--- config.mk ---
export PLATFORM = sky130hd
export DESIGN_NAME = mic_clk_sequencer_flat
export DESIGN_NICKNAME = d
export VERILOG_FILES = /design/src/rtl/mic_clk_sequencer_if.sv /design/src/rtl/mic_clk_sequencer.sv /design/src/flat_wrapper.sv
export SDC_FILE = /design/constraint.sdc
export NUM_CORES = 1
export LEC_CHECK = 0
export ABC_AREA = 1
export BUFFER_PORTS_ARGS = -buffer_cell sky130_fd_sc_hd__buf_2
export CAP_MARGIN = 30
export CORE_MARGIN = 8
export CORE_UTILIZATION = 52
export DETAILED_ROUTE_END_ITERATION = 7
export GPL_ROUTABILITY_DRIVEN = 0
export PLACE_DENSITY = 0.69
export RECOVER_POWER = 50
export SLEW_MARGIN = 20
export SYNTH_ARGS = -nofsm -noshare
export SYNTH_HDL_FRONTEND = slang
export SYNTH_SLANG_ARGS = --single-unit
--- constraint.sdc ---
create_clock -name clk_in -period 1.87 [get_ports clk_in]
set_clock_uncertainty 0.2 [all_clocks]
set_input_delay 0.0935 -clock clk_in [delete_from_list [all_inputs] [get_ports clk_in]]
set_output_delay 0.0935 -clock clk_in [all_outputs]
set_load 0.03 [all_outputs]
--- src/rtl/mic_clk_sequencer_if.sv ---
// Control and clock bundle between the mic clock sequencer (master) and the capture side (slave).
// The MIC_SEQ_STATUS_EN macro adds the lock-loss status counter and its clear input.
interface mic_clk_sequencer_if;
    logic       enable;
    logic       pll_lock;
    logic       mic_sck;
    logic       mic_ws;
    logic       sck_rise;
    logic       frame_start;
    logic       mic_rst_n;
    logic       mic_ready;
    logic [1:0] state;
`ifdef MIC_SEQ_STATUS_EN
    logic       clr_status;
    logic [7:0] lock_loss_cnt;

    modport master (
        input  enable, pll_lock, clr_status,
        output mic_sck, mic_ws, sck_rise, frame_start, mic_rst_n, mic_ready, state, lock_loss_cnt
    );
    modport slave (
        output enable, pll_lock, clr_status,
        input  mic_sck, mic_ws, sck_rise, frame_start, mic_rst_n, mic_ready, state, lock_loss_cnt
    );
`else
    modport master (
        input  enable, pll_lock,
        output mic_sck, mic_ws, sck_rise, frame_start, mic_rst_n, mic_ready, state
    );
    modport slave (
        output enable, pll_lock,
        input  mic_sck, mic_ws, sck_rise, frame_start, mic_rst_n, mic_ready, state
    );
`endif
endinterface

--- src/rtl/mic_clk_sequencer.sv ---
// Power-up/recovery sequencer and SCK/WS generator for the MEMS mic array (60 MHz PLL domain).
// Define MIC_SEQ_STATUS_EN to build the saturating lock-loss counter with clr_status.
module mic_clk_sequencer #(
    parameter int SCK_DIV       = 30,
    parameter int WS_DIV        = 64,
    parameter int SETTLE_FRAMES = 2,
    parameter int LOCK_FILTER   = 16
) (
    input  logic                clk_in,
    input  logic                rst_n,
    mic_clk_sequencer_if.master bus
);
    localparam int SCK_W    = $clog2(SCK_DIV);
    localparam int BIT_W    = $clog2(WS_DIV);
    localparam int LOCK_W   = $clog2(LOCK_FILTER + 1);
    localparam int SETTLE_W = $clog2(SETTLE_FRAMES + 1);

    localparam logic [SCK_W-1:0]    SCK_LAST    = SCK_W'(SCK_DIV - 1);
    localparam logic [SCK_W-1:0]    SCK_HALF    = SCK_W'(SCK_DIV / 2 - 1);
    localparam logic [BIT_W-1:0]    BIT_LAST    = BIT_W'(WS_DIV - 1);
    localparam logic [BIT_W-1:0]    BIT_HALF    = BIT_W'(WS_DIV / 2);
    localparam logic [LOCK_W-1:0]   LOCK_LAST   = LOCK_W'(LOCK_FILTER - 1);
    localparam logic [SETTLE_W-1:0] SETTLE_LAST = SETTLE_W'(SETTLE_FRAMES - 1);

    typedef enum logic [1:0] {
        S_OFF       = 2'b00,
        S_WAIT_LOCK = 2'b01,
        S_SETTLE    = 2'b10,
        S_RUN       = 2'b11
    } state_t;

    state_t              state, state_nxt;
    logic                lock_p0, lock_p1;
    logic [SCK_W-1:0]    sck_cnt, sck_cnt_nxt;
    logic [BIT_W-1:0]    bit_cnt, bit_cnt_nxt;
    logic [LOCK_W-1:0]   lock_cnt, lock_cnt_nxt;
    logic [SETTLE_W-1:0] settle_cnt, settle_cnt_nxt;
    logic                sck_r, sck_nxt;
    logic                ws_r, ws_nxt;
    logic                rise_r, rise_nxt;
    logic                fs_r, fs_nxt;
    logic                mrst_n_r, mrst_n_nxt;
    logic                ready_r, ready_nxt;

    // Stage p0/p1: two-flop synchroniser for the asynchronous PLL lock
    always_ff @(posedge clk_in) begin
        if (!rst_n) begin
            lock_p0 <= 1'b0;
            lock_p1 <= 1'b0;
        end else begin
            lock_p0 <= bus.pll_lock;
            lock_p1 <= lock_p0;
        end
    end

    always_ff @(posedge clk_in) begin
        if (!rst_n) begin
            state      <= S_OFF;
            sck_cnt    <= '0;
            bit_cnt    <= '0;
            lock_cnt   <= '0;
            settle_cnt <= '0;
            sck_r      <= 1'b0;
            ws_r       <= 1'b0;
            rise_r     <= 1'b0;
            fs_r       <= 1'b0;
            mrst_n_r   <= 1'b0;
            ready_r    <= 1'b0;
        end else begin
            state      <= state_nxt;
            sck_cnt    <= sck_cnt_nxt;
            bit_cnt    <= bit_cnt_nxt;
            lock_cnt   <= lock_cnt_nxt;
            settle_cnt <= settle_cnt_nxt;
            sck_r      <= sck_nxt;
            ws_r       <= ws_nxt;
            rise_r     <= rise_nxt;
            fs_r       <= fs_nxt;
            mrst_n_r   <= mrst_n_nxt;
            ready_r    <= ready_nxt;
        end
    end

    // Defaults are the stopped/cleared values, so every exit truncates the clocks on the same edge.
    always_comb begin
        state_nxt      = state;
        sck_cnt_nxt    = '0;
        bit_cnt_nxt    = '0;
        lock_cnt_nxt   = '0;
        settle_cnt_nxt = '0;
        sck_nxt        = 1'b0;
        ws_nxt         = 1'b0;
        rise_nxt       = 1'b0;
        fs_nxt         = 1'b0;
        mrst_n_nxt     = 1'b0;
        ready_nxt      = 1'b0;

        unique case (state)
            S_OFF: begin
                if (bus.enable) state_nxt = S_WAIT_LOCK;
            end
            S_WAIT_LOCK: begin
                if (!bus.enable) begin
                    state_nxt = S_OFF;
                end else if (lock_p1) begin
                    if (lock_cnt == LOCK_LAST) begin
                        state_nxt  = S_SETTLE;
                        mrst_n_nxt = 1'b1;
                    end else begin
                        lock_cnt_nxt = lock_cnt + 1'b1;
                    end
                end
            end
            S_SETTLE, S_RUN: begin
                if (!bus.enable) begin
                    state_nxt = S_OFF;
                end else if (!lock_p1) begin
                    state_nxt = S_WAIT_LOCK;
                end else begin
                    mrst_n_nxt     = 1'b1;
                    sck_nxt        = sck_r;
                    ws_nxt         = ws_r;
                    bit_cnt_nxt    = bit_cnt;
                    settle_cnt_nxt = settle_cnt;
                    if (sck_cnt == SCK_LAST) begin
                        sck_nxt = 1'b0;
                        if (bit_cnt == BIT_LAST) begin
                            bit_cnt_nxt = '0;
                            fs_nxt      = 1'b1;
                        end else begin
                            bit_cnt_nxt = bit_cnt + 1'b1;
                        end
                        ws_nxt = (bit_cnt_nxt >= BIT_HALF);
                    end else begin
                        sck_cnt_nxt = sck_cnt + 1'b1;
                        if (sck_cnt == SCK_HALF) begin
                            sck_nxt  = 1'b1;
                            rise_nxt = 1'b1;
                        end
                    end
                    if (state == S_SETTLE) begin
                        if (fs_r) begin
                            if (settle_cnt == SETTLE_LAST) begin
                                state_nxt      = S_RUN;
                                ready_nxt      = 1'b1;
                                settle_cnt_nxt = '0;
                            end else begin
                                settle_cnt_nxt = settle_cnt + 1'b1;
                            end
                        end
                    end else begin
                        ready_nxt = 1'b1;
                    end
                end
            end
        endcase
    end

    assign bus.mic_sck     = sck_r;
    assign bus.mic_ws      = ws_r;
    assign bus.sck_rise    = rise_r;
    assign bus.frame_start = fs_r;
    assign bus.mic_rst_n   = mrst_n_r;
    assign bus.mic_ready   = ready_r;
    assign bus.state       = state;

`ifdef MIC_SEQ_STATUS_EN
    logic [7:0] lock_loss_cnt;
    logic       lock_lost;

    function automatic logic [7:0] sat_inc8(input logic [7:0] v);
        return (v == 8'hFF) ? v : v + 8'd1;
    endfunction

    // Mirrors the SETTLE/RUN -> WAIT_LOCK branch; a disable in the same cycle is not a loss.
    assign lock_lost = ((state == S_SETTLE) || (state == S_RUN)) && bus.enable && !lock_p1;

    always_ff @(posedge clk_in) begin
        if (!rst_n) begin
            lock_loss_cnt <= 8'd0;
        end else if (bus.clr_status) begin
            lock_loss_cnt <= 8'd0;
        end else if (lock_lost) begin
            lock_loss_cnt <= sat_inc8(lock_loss_cnt);
        end
    end

    assign bus.lock_loss_cnt = lock_loss_cnt;
`endif
endmodule

--- src/flat_wrapper.sv ---
// flat-port wrapper written by rule: the top's interface ports become plain ports
module mic_clk_sequencer_flat 
#(
    parameter int SCK_DIV       = 30,
    parameter int WS_DIV        = 64,
    parameter int SETTLE_FRAMES = 2,
    parameter int LOCK_FILTER   = 16
)
  (clk_in, rst_n, bus_enable, bus_pll_lock, bus_mic_sck, bus_mic_ws, bus_sck_rise, bus_frame_start, bus_mic_rst_n, bus_mic_ready, bus_state);
  mic_clk_sequencer_if bus_i ();
  input  logic clk_in;
  input  logic rst_n;
  input wire logic [$bits(bus_i.enable)-1:0] bus_enable;
  input wire logic [$bits(bus_i.pll_lock)-1:0] bus_pll_lock;
  output wire logic [$bits(bus_i.mic_sck)-1:0] bus_mic_sck;
  output wire logic [$bits(bus_i.mic_ws)-1:0] bus_mic_ws;
  output wire logic [$bits(bus_i.sck_rise)-1:0] bus_sck_rise;
  output wire logic [$bits(bus_i.frame_start)-1:0] bus_frame_start;
  output wire logic [$bits(bus_i.mic_rst_n)-1:0] bus_mic_rst_n;
  output wire logic [$bits(bus_i.mic_ready)-1:0] bus_mic_ready;
  output wire logic [$bits(bus_i.state)-1:0] bus_state;
  assign bus_i.enable = bus_enable;
  assign bus_i.pll_lock = bus_pll_lock;
  assign bus_mic_sck = bus_i.mic_sck;
  assign bus_mic_ws = bus_i.mic_ws;
  assign bus_sck_rise = bus_i.sck_rise;
  assign bus_frame_start = bus_i.frame_start;
  assign bus_mic_rst_n = bus_i.mic_rst_n;
  assign bus_mic_ready = bus_i.mic_ready;
  assign bus_state = bus_i.state;
  mic_clk_sequencer #(.SCK_DIV(SCK_DIV), .WS_DIV(WS_DIV), .SETTLE_FRAMES(SETTLE_FRAMES), .LOCK_FILTER(LOCK_FILTER)) u_core (.clk_in(clk_in), .rst_n(rst_n), .bus(bus_i));
endmodule
; ---- Yosys cells after proc, flatten, opt, wreduce, memory -nomap -nowiden
; Cells that the tools add are included.
[op_classes]
addsub = 4
order_cmp = 1
n_eq_ne = 14
muxes = 27
bitwise_logic = 5
reduce_logical = 8
[ops]
columns = op, n
row1 = $mux 6, 5
row2 = $mux 2, 10
row3 = $ne 4x4->1 const B, 3
row4 = $add 5x1->5 const B, 2
row5 = $eq 5x4->1 const B, 2
row6 = $mux 1, 10
row7 = $reduce_or 5->1, 2
row8 = $add 6x1->6 const B, 1
row9 = $eq 6x6->1 const B, 1
row10 = $ge 6x6->1 const B, 1
row11 = $ne 3x2->1 const B, 2
row12 = $pmux 2 s3, 1
row13 = $reduce_and 6->1, 1
row14 = $eq 5x5->1 const B, 1
row15 = $not 1->1, 5
row16 = $reduce_and 5->1, 1
row17 = $eq 2x1->1 const B, 2
row18 = $eq 2x2->1 const B, 2
row19 = $reduce_and 4->1, 1
row20 = $add 2x1->2 const B, 1
row21 = $logic_not 2->1, 1
row22 = $ne 2x2->1 const B, 1
row23 = $pmux 1 s2, 1
row24 = $reduce_and 2->1, 1
row25 = $reduce_or 2->1, 1
[totals]
ff_bits = 28
output_inout_bits = 8

; ---- Depth between registers and ports, before layout
; Gate-level depths: netlist (run 1).
[depth]
depth_word = 7
ltp_mapped = 11
mapped_depth_nobuf = 11

; ---- Worst setup path after synthesis (run 1)
; Ideal clock, no wire load.
[synth_timing]
path_kind = reg-to-reg
startpoint = register u_core.lock_cnt[0]
endpoint = register u_core.state[0], in the netlist u_core.bus.state[0]
t_arrival_ps = 1196
required_ps = 1554
setup_slack_ps = 358
path_stages_with_launch = 11
synth_period_minus_slack_ps = 1512
path_cell_list = dfxtp_1 > ha_1 > nand2_1 > nor2_1 > ha_1 > nand2_1 > inv_1 > nor2_1 > nor2_1 > a21oi_1 > nor2_1
[synth_between]
elab_chain_len = 3
[synth_rtl]
columns = element, line
row1 = from (decl), mic_clk_sequencer.sv:36  ; logic [LOCK_W-1:0] lock_cnt, lock_cnt_nxt;
row2 = from (signal assigned), mic_clk_sequencer.sv:73  ; lock_cnt <= lock_cnt_nxt;
row3 = $eq 5x4->1, mic_clk_sequencer.sv:106  ; if (lock_cnt == LOCK_LAST) begin
row4 = $ne 3x2->1 (no line), -
row5 = $reduce_and 6->1 (no line), -
row6 = to (signal assigned), mic_clk_sequencer.sv:70  ; state <= state_nxt;
row7 = to (decl), mic_clk_sequencer.sv:32  ; state_t state, state_nxt;
; No other way between the ends.
; A chain may end at the register's enable or synchronous reset.

; ---- Worst setup path in the final report (run 1)
[layout_timing]
startpoint = register u_core.sck_cnt[0]
endpoint = register u_core.sck_r, in the netlist u_core.bus.mic_sck
[layout_between]
elab_chain_len = 2
[layout_rtl]
columns = element, line
row1 = from (decl), mic_clk_sequencer.sv:34  ; logic [SCK_W-1:0] sck_cnt, sck_cnt_nxt;
row2 = from (signal assigned), mic_clk_sequencer.sv:71  ; sck_cnt <= sck_cnt_nxt;
row3 = $eq 5x5->1, mic_clk_sequencer.sv:125  ; if (sck_cnt == SCK_LAST) begin
row4 = $reduce_or 5->1 (no line), -
row5 = to (signal assigned), mic_clk_sequencer.sv:75  ; sck_r <= sck_nxt;
row6 = to (decl), mic_clk_sequencer.sv:38  ; logic sck_r, sck_nxt;
; Several ways; a longest one is shown, not always the timed one.

==> flow_metrics.py, run 1 <==
metrics = {
    "place": {
        "place_hpwl_um": 1550,
        "io_buffers": 11,
    },
    "clock_network": {
        "cts_buffers": 3,
        "cts_tree": "built",
        "cts.clk_slew.worst_paths_ns": 0.13,
        "cts.sinks": 28,
        "clock_path_buffers": 2,
        "cts_root_buffer": "clkbuf_4",
        "clock_latency_ns": 0.31,
        "htreeDepth": 1,
    },
    "global_routing": {
        "grt_max_degree": 15,
        "antenna_found_initial": 0,
        "overflow": 0,
        "grt_pass1_vias": 946,
        "globalRouteTotalUtil": 0.108,
        "grt_pass1_wl_um": 3720,
    },
    "logic_synthesis": {
        "yosys_warnings": 0,
        "synth-edff-count": 0,
        "yosysTopAreaCell": "dfxtp_1",
        "synth_area_mm2": 0.00122,
        "synth_seq_area_share": 0.459,
        "ys_types": 24,
        "synth_async_sr_flop_share": 0,
        "syn_area_per_cell_um2": 8.42,
        "synth.area.top_cells": "dfxtp_1 46%, ha_1 6.1%, nand2_1 6.1%, nor2_1 6.1%, inv_1 5.5%",
        "synth_common_cells": "28 x dfxtp_1, 20 x nand2_1, 20 x nor2_1",
        "ys_ff_latch": 28,
        "yosysMostFrequentCell": "dfxtp_1",
        "synth_top_area_share": 0.459,
        "synth-main-ff-cell": "dfxtp_1",
        "synthesis.nets": 155,
        "synthCells": 145,
    },
    "flow_run": {
        "drv_cap": 0,
    },
    "setup_path": {
        "r2r.worst_path.cells": 7,
        "path_cells": "ha_1 > nand2_1 > nor2_1 > clkbuf_1 > nor2_8 > inv_2 > a21oi_2",
        "path_delay_family": "buffers and inverters",
        "rrSetupSlack_ns": 0.17,
        "crit_slowest_cell": "dfxtp_1",
        "worst-path-max-fanout": 6,
        "arrival_ns": 1.73,
        "path_depth": 7,
        "critPathMaxStageDelay_ns": 0.43,
        "end_kind": "flop",
        "critPathRequiredTime_ns": 1.89,
        "critical_path_class": "reg -> reg",
        "path_buf_inv": 2,
        "start_kind": "flop",
    },
    "layout": {
        "layout-drive-gt1-share": 0.116,
        "antenna_cells": 0,
        "fillers": 220,
        "area_growth_pct": 10.2,
        "nets": 176,
    },
    "power": {
        "cellPowerDensity_mw_per_mm2": 656,
        "power_mw": 0.883,
        "ir_drop_v": 0.000348,
        "leakage_nw": 0.521,
    },
    "timing": {
        "period_share": 0.912,
        "clock.fmax_ghz": 0.587,
        "rsz0062_at_grt": "false",
        "min_period_ns": 1.70,
        "finalSetupViolations": 0,
        "finalHoldViolations": 0,
        "setup_tns_ns": 0,
        "tightest_slew_ns": 0.373,
        "slew_headroom": 0.752,
        "slew_viol_final": 0,
    },
    "routing": {
        "dr.pass1.iters": 4,
        "drt_iter0_drc": 40,
        "wl_per_cell_um": 10.7,
        "vias": 957,
        "drc": 0,
        "drtAntennaViolNets": 0,
        "via_per_inst": 4.98,
        "routed_wl_um": 2060,
    },
    "worst_hold_path": {
        "hold_path_depth": 2,
        "hp-class": "reg -> reg",
    },
    "die": {
        "dieArea_mm2": 0.00416,
        "die_w_um": 64.5,
        "core_mm2": 0.00221,
        "die_y_um": 64.5,
        "initial_utilization": 0.552,
        "row_count": 17,
        "boundaryPins": 12,
    },
    "outcome": {
        "status": "finished, final reports clean",
    },
}
==> cell type report <==
cell class	instances	area, µm²	share of cell area
Multi-Input combinational cell	95	548	0.407
Tap cell	28	35.0	0.0260
Sequential cell	28	562	0.417
Clock buffer	3	22.5	0.0167
Timing Repair Buffer	17	95.1	0.0706
Inverter	21	83.8	0.0623
==> cell families (layout without fill, tap and decap cells) <==
group / Yosys count / in the layout / share of synthesized area
and+or+nand+nor: 69 / 69 / 0.296
AOI/OAI and AO/OA: 16 / 16 / 0.0748
adders and majority gates: 6 / 6 / 0.0615
buffers and inverters: 22 / 41 / 0.0799
xor gates and xnor gates: 4 / 4 / 0.0287
DFF: 28 / 28 / 0.459
==> worst register-to-register path, cell delays in order (launching register included) <==
cell	delay, ns
dfxtp_1	0.43
ha_1	0.17
nand2_1	0.05
nor2_1	0.21
clkbuf_1	0.29
nor2_8	0.07
inv_2	0.15
a21oi_2	0.05
==> stage by stage <==
stage	instances	utilization	hold slack (ns)	setup WS, ns	instance area [µm²]
finish	192	0.609	0.231	0.165	1350
global route	192	0.609	0.267	0.0247	1350
global placement	185	0.594	0.0759	0.309	1320
floorplan	145	-	-0.0130	0.358	1220
detailed placement	185	0.594	0.0783	0.261	1320
CTS	192	0.623	0.226	0.229	1380
==> timing repair <==
item / CTS / global route
resized for setup: 0 / 1
endpoints found under the setup margin: 0 / 1
hold buffers: 4 / 0
endpoints found under the hold margin: 5 / 0
setup buffers: 0 / 0
==> layout by cell type, fill, tap and decap left out, types with 2 or more instances in the layout <==
master,netlist,layout
nand3_1,12,13
inv_1,18,18
clkbuf_4,0,3
dfxtp_1,28,27
inv_4,3,2
nor2_1,20,21
nand2_1,20,20
xor2_1,2,2
nor2_2,6,5
o21ai_0,5,5
nor3_1,2,2
nand4_1,2,2
xnor2_1,2,2
clkbuf_1,0,10
a211oi_1,2,2
a21oi_1,7,7
nor2_8,2,2
buf_2,0,2
dlygate4sd3_1,0,4
ha_1,6,6
==> final timing paths <==
path,startpoint,end
worst min-delay path,u_core.lock_p0,u_core.lock_p1
worst max-delay path,u_core.sck_cnt[0],u_core.bus.mic_sck
worst max register to register,u_core.sck_cnt[0],u_core.bus.mic_sck
worst min register to register,u_core.lock_p0,u_core.lock_p1
==> power by group <==
group,switching (mW),internal [mW]
Sequential,0.00756,0.602
Clock,0.159,0.0754
Combinational,0.0233,0.0162
Total,0.190,0.693
==> per-layer routing <==
layer,GRT usage,up-vias,wire [µm]
li1,-,502,-
met1,0.116,429,957
met2,0.181,19,911
met3,0.0309,7,125
met4,0.0708,0,64
met5,0,-,0
==> registers in the layout (all words and copies together), names as in the netlist <==
signal / flops
u_core.bus.state: 2
u_core.bus.mic_sck: 1
u_core.sck_cnt: 5
u_core.bus.frame_start: 1
u_core.settle_cnt: 2
u_core.bus.sck_rise: 1
u_core.lock_p1: 1
u_core.bit_cnt: 6
u_core.bus.mic_ready: 1
u_core.bus.mic_ws: 1
u_core.lock_cnt: 5
u_core.bus.mic_rst_n: 1
u_core.lock_p0: 1
No activity file was read; power rests on OpenSTA's default activity.
==> run 2, diff against run 1 <==
- CORE_UTILIZATION: 52 -> 35
- PLACE_DENSITY: 0.69 -> 0.49
==> flow_metrics.py, run 2 (same netlist as run 1, synthesis figures left out) <==
metrics = {
    "setup_path": {
        "startpoint": "u_core.lock_cnt[0]",
        "crit_slowest_cell": "dfxtp_1",
        "critPathMaxStageDelay_ns": 0.36,
        "start_kind": "flop",
        "r2r.worst_path.cells": 7,
        "end_kind": "flop",
        "r2r-start": "u_core.lock_cnt[0]",
        "worst-path-max-fanout": 5,
        "path_cells": "ha_1 > nand2_1 > nor2_1 > ha_1 > inv_1 > nand4_2 > nor3b_1",
        "critical_path_class": "reg -> reg",
        "cpMostUsedCell": "ha_1",
        "critPathRequiredTime_ns": 1.92,
        "arrival_ns": 1.73,
        "rrSetupSlack_ns": 0.20,
    },
    "clock_network": {
        "ctsResizeCount": 0,
        "cts.clk_slew.worst_paths_ns": 0.14,
        "htreeDepth": 1,
        "clock_path_buffers": 2,
        "clock_latency_ns": 0.32,
        "cts.sinks": 28,
        "cts_root_buffer": "clkbuf_4",
        "cts_tree": "built",
        "cts_buffers": 3,
    },
    "layout": {
        "nets": 177,
        "reg_top3": "u_core.bit_cnt x6, u_core.lock_cnt x5, u_core.sck_cnt x5",
        "regMostFlops": "u_core.bit_cnt",
        "post-route-util": 0.418,
        "final_cell_mix": "28 x dfxtp_1, 20 x nand2_1, 20 x nor2_1",
        "final_cells": 211,
        "area_growth_pct": 14.1,
        "antenna_cells": 0,
        "mostFrequentLayoutCell": "dfxtp_1",
        "layout-drive-gt1-share": 0.127,
        "largest_reg_flops": 6,
    },
    "power": {
        "cellPowerDensity_mw_per_mm2": 642,
        "leakage_nw": 0.530,
        "ir_drop_v": 0.000263,
    },
    "routing": {
        "routed_wl_um": 2120,
        "vias": 957,
        "drc": 0,
        "dr.pass1.iters": 4,
        "drtAntennaViolNets": 0,
        "via_per_inst": 4.54,
        "wl_per_cell_um": 10.1,
        "drt_iter0_drc": 54,
    },
    "die": {
        "row_count": 21,
        "core_mm2": 0.00334,
        "dieArea_mm2": 0.00564,
        "die_y_um": 75.1,
        "initial_utilization": 0.366,
        "die_w_um": 75.1,
        "boundaryPins": 12,
    },
    "global_routing": {
        "grt_max_degree": 15,
        "overflow": 0,
        "globalRouteTotalUtil": 0.0869,
        "grt_pass1_wl_um": 3770,
        "antenna_found_initial": 0,
        "grt_pass1_vias": 914,
    },
    "timing": {
        "setup_tns_ns": 0,
        "finalHoldViolations": 0,
        "finalSetupViolations": 0,
        "min_period_ns": 1.67,
        "rsz0062_at_grt": "false",
        "slew_viol_final": 0,
        "period_share": 0.894,
        "clock.fmax_ghz": 0.598,
        "tightest_slew_ns": 0.435,
        "slew_headroom": 0.709,
    },
    "place": {
        "io_buffers": 11,
        "place_inst": 204,
        "place_hpwl_um": 1580,
    },
    "worst_hold_path": {
        "hp-class": "reg -> reg",
        "hold_path_depth": 2,
        "min_from": "u_core.lock_p0",
    },
    "flow_run": {
        "drv_cap": 0,
    },
    "outcome": {
        "status": "finished, final reports clean",
    },
}
run 2: cell types whose count changed in the layout (fill, tap and decap cells not counted):
cell / delta
nand3_1: -1
buf_4: +2
inv_1: +1
dfxtp_1: +1
nand3_4: +1
inv_2: -1
clkbuf_1: -1
dfxtp_2: -1
nor2_1: -1
nor2_2: +1
run 2: path summary, 6_finish.rpt:
kind                         to
max          u_core.lock_cnt[2]
min              u_core.lock_p1
max reg2reg  u_core.lock_cnt[2]
min reg2reg      u_core.lock_p1
run 2: layout make-up:
cell class / count / area [µm²]
Fill cell: 356 / 1940
Clock buffer: 3 / 22.5
Tap cell: 46 / 57.6
Sequential cell: 28 / 561
Timing Repair Buffer: 18 / 106
Multi-Input combinational cell: 95 / 563
Inverter: 21 / 83.8
run 2: stage by stage:
step / hold slack [ns] / worst slack (ns) / area, µm² / power (mW)
5_1_grt: 0.268 / 0.0480 / 1390 / 0.945
3_5_place_dp: 0.0811 / 0.210 / 1350 / 0.659
3_3_place_gp: 0.0784 / 0.243 / 1350 / 0.658
6_report: 0.228 / 0.197 / 1390 / 0.895
2_1_floorplan: -0.0130 / 0.358 / 1220 / 0.645
4_1_cts: 0.231 / 0.166 / 1410 / 0.914
run 2: timing repair:
action                    CTS  global route
setup buffers               0             0
hold endpoints to repair    9             0
hold buffers                4             0
run 2: power by group:
group | switching (mW) | internal [mW] | leakage [nW] | total, mW
Clock | 0.169 | 0.0757 | 0.0138 | 0.244
Combinational | 0.0244 | 0.0165 | 0.290 | 0.0409
Sequential | 0.00789 | 0.602 | 0.226 | 0.610
Total | 0.201 | 0.694 | 0.530 | 0.895
run 2: worst max-delay path, delay by kind of cell, from the launching register on:
kind                       cells  cell delay [ns]
buffers and inverters          1             0.11
and+or+nand+nor                4             0.51
DFF                            1             0.36
adders and majority gates      2             0.42
run 2: routing by layer:
| layer | global-route usage | vias to the layer above | routed length, µm |
|---|---|---|---|
| li1 | - | 504 | - |
| met1 | 0.0966 | 436 | 980 |
| met2 | 0.150 | 12 | 982 |
| met3 | 0.0200 | 5 | 115 |
| met4 | 0.0457 | 0 | 46 |
| met5 | 0 | - | 0 |
==> run 3, diff against run 2 <==
- BUFFER_PORTS_ARGS: -buffer_cell sky130_fd_sc_hd__buf_2 -> -buffer_cell sky130_fd_sc_hd__buf_4
- SLEW_MARGIN: 20 -> 0
==> flow_metrics.py, run 3 (same netlist as run 1, synthesis figures left out) <==
metrics = {
    "place": {
        "io_buffers": 11,
        "dpl-instance-area_mm2": 0.00137,
        "place_inst": 203,
        "place_hpwl_um": 1590,
    },
    "routing": {
        "drt_iter0_drc": 46,
        "wl_met1_um": 989,
        "drc": 0,
        "via_per_inst": 4.50,
        "routed_wl_um": 2110,
        "wl_met3_um": 120,
        "wl_per_cell_um": 10.1,
        "dr.pass1.iters": 4,
        "vias": 945,
        "met2_length_um": 985,
        "top_layer": "met4",
        "drtAntennaViolNets": 0,
    },
    "timing": {
        "min_period_ns": 1.64,
        "setup_tns_ns": 0,
        "period_share": 0.880,
        "clock.fmax_ghz": 0.608,
        "rsz0062_at_grt": "false",
        "slew_viol_final": 0,
        "tightest_slew_ns": 0.373,
        "finalHoldViolations": 0,
        "finalSetupViolations": 0,
        "slew_headroom": 0.752,
    },
    "die": {
        "row_count": 21,
        "die_y_um": 75.1,
        "initial_utilization": 0.366,
        "dieArea_mm2": 0.00564,
        "core_mm2": 0.00334,
        "boundaryPins": 12,
        "die_w_um": 75.1,
    },
    "flow_run": {
        "drv_cap": 0,
    },
    "setup_path": {
        "end_kind": "flop",
        "start_kind": "flop",
        "worst-path-max-fanout": 5,
        "arrival_ns": 1.69,
        "critPathRequiredTime_ns": 1.92,
        "critical_path_class": "reg -> reg",
    },
    "clock_network": {
        "cts.clk_slew.worst_paths_ns": 0.14,
        "clock_latency_ns": 0.32,
        "clock_path_buffers": 2,
        "cts_root_buffer": "clkbuf_4",
        "htreeDepth": 1,
        "cts.sinks": 28,
        "cts_tree": "built",
        "cts_buffers": 3,
    },
    "layout": {
        "mostFrequentLayoutCell": "dfxtp_1",
        "largest_reg_flops": 6,
        "area_growth_pct": 13.2,
        "layout-drive-gt1-share": 0.128,
        "final_cells": 210,
        "antenna_cells": 0,
        "final_cell_mix": "27 x dfxtp_1, 20 x nand2_1, 20 x nor2_1",
        "reg_top3": "u_core.bit_cnt x6, u_core.lock_cnt x5, u_core.sck_cnt x5",
        "regMostFlops": "u_core.bit_cnt",
        "fin_area_mm2": 0.00138,
        "nets": 176,
    },
    "power": {
        "power_mw": 0.895,
        "leakage_nw": 0.527,
        "ir_drop_v": 0.000242,
        "cellPowerDensity_mw_per_mm2": 647,
    },
    "global_routing": {
        "overflow": 0,
        "grt_pass1_wl_um": 3640,
        "grt_pass1_vias": 868,
        "globalRouteTotalUtil": 0.0841,
        "antenna_found_initial": 0,
        "grt_max_degree": 15,
    },
    "outcome": {
        "status": "finished, final reports clean",
    },
    "worst_hold_path": {
        "hp-class": "reg -> reg",
    },
}
run 3: changes by cell type in the layout (fill, tap and decap cells not counted), sizes merged:
| cell | delta |
|---|---|
| buf | -1 |
run 3: area by class of cell:
cell class	instances	area (µm²)
Clock buffer	3	22.5
Inverter	21	86.3
Sequential cell	28	562
Fill cell	375	1950
Tap cell	46	57.6
Multi-Input combinational cell	95	551
Timing Repair Buffer	17	104
run 3: critical path, cell delays in order, from the launching register on:
cell     delay, ns
dfxtp_2       0.36
ha_1          0.21
nand2_1       0.07
nor2_1        0.04
ha_1          0.20
inv_1         0.10
nand4_2       0.16
nor3b_1       0.22
run 3: timing repair:
item,4_1_cts,5_1_grt
buffers inserted,0,0
hold buffers,4,0
hold endpoints to repair,10,0
endpoints found under the setup margin,0,1
resized for setup,0,1
run 3: per-layer routing:
layer  global-route usage  up-vias
met5                    0        -
met4               0.0391        0
met3               0.0240        2
met2                0.141       17
met1               0.0955      421
li1                     -      505
run 3: through the flow:
step                       util  hold slack (ns)  setup WS [ns]
after CTS                 0.428            0.236          0.203
after detailed placement  0.409           0.0790          0.233
after global routing      0.414            0.256         0.0290
final                     0.414            0.233          0.225
after global placement    0.409           0.0735          0.302
after floorplan               -          -0.0130          0.358
run 3: power by group:
group | switching (mW) | internal [mW]
clock network | 0.169 | 0.0755
registers | 0.00794 | 0.602
logic | 0.0225 | 0.0173
total | 0.200 | 0.695
run 3: path summary, 6_finish.rpt:
path	from	cells past startpoint	to	slack, ns
setup / recovery	u_core.lock_cnt[0]	7	u_core.lock_cnt[2]	0.23
setup reg to reg	u_core.lock_cnt[0]	7	u_core.lock_cnt[2]	0.23
hold / removal	u_core.lock_p0	2	u_core.lock_p1	0.23
hold reg to reg	u_core.lock_p0	2	u_core.lock_p1	0.23
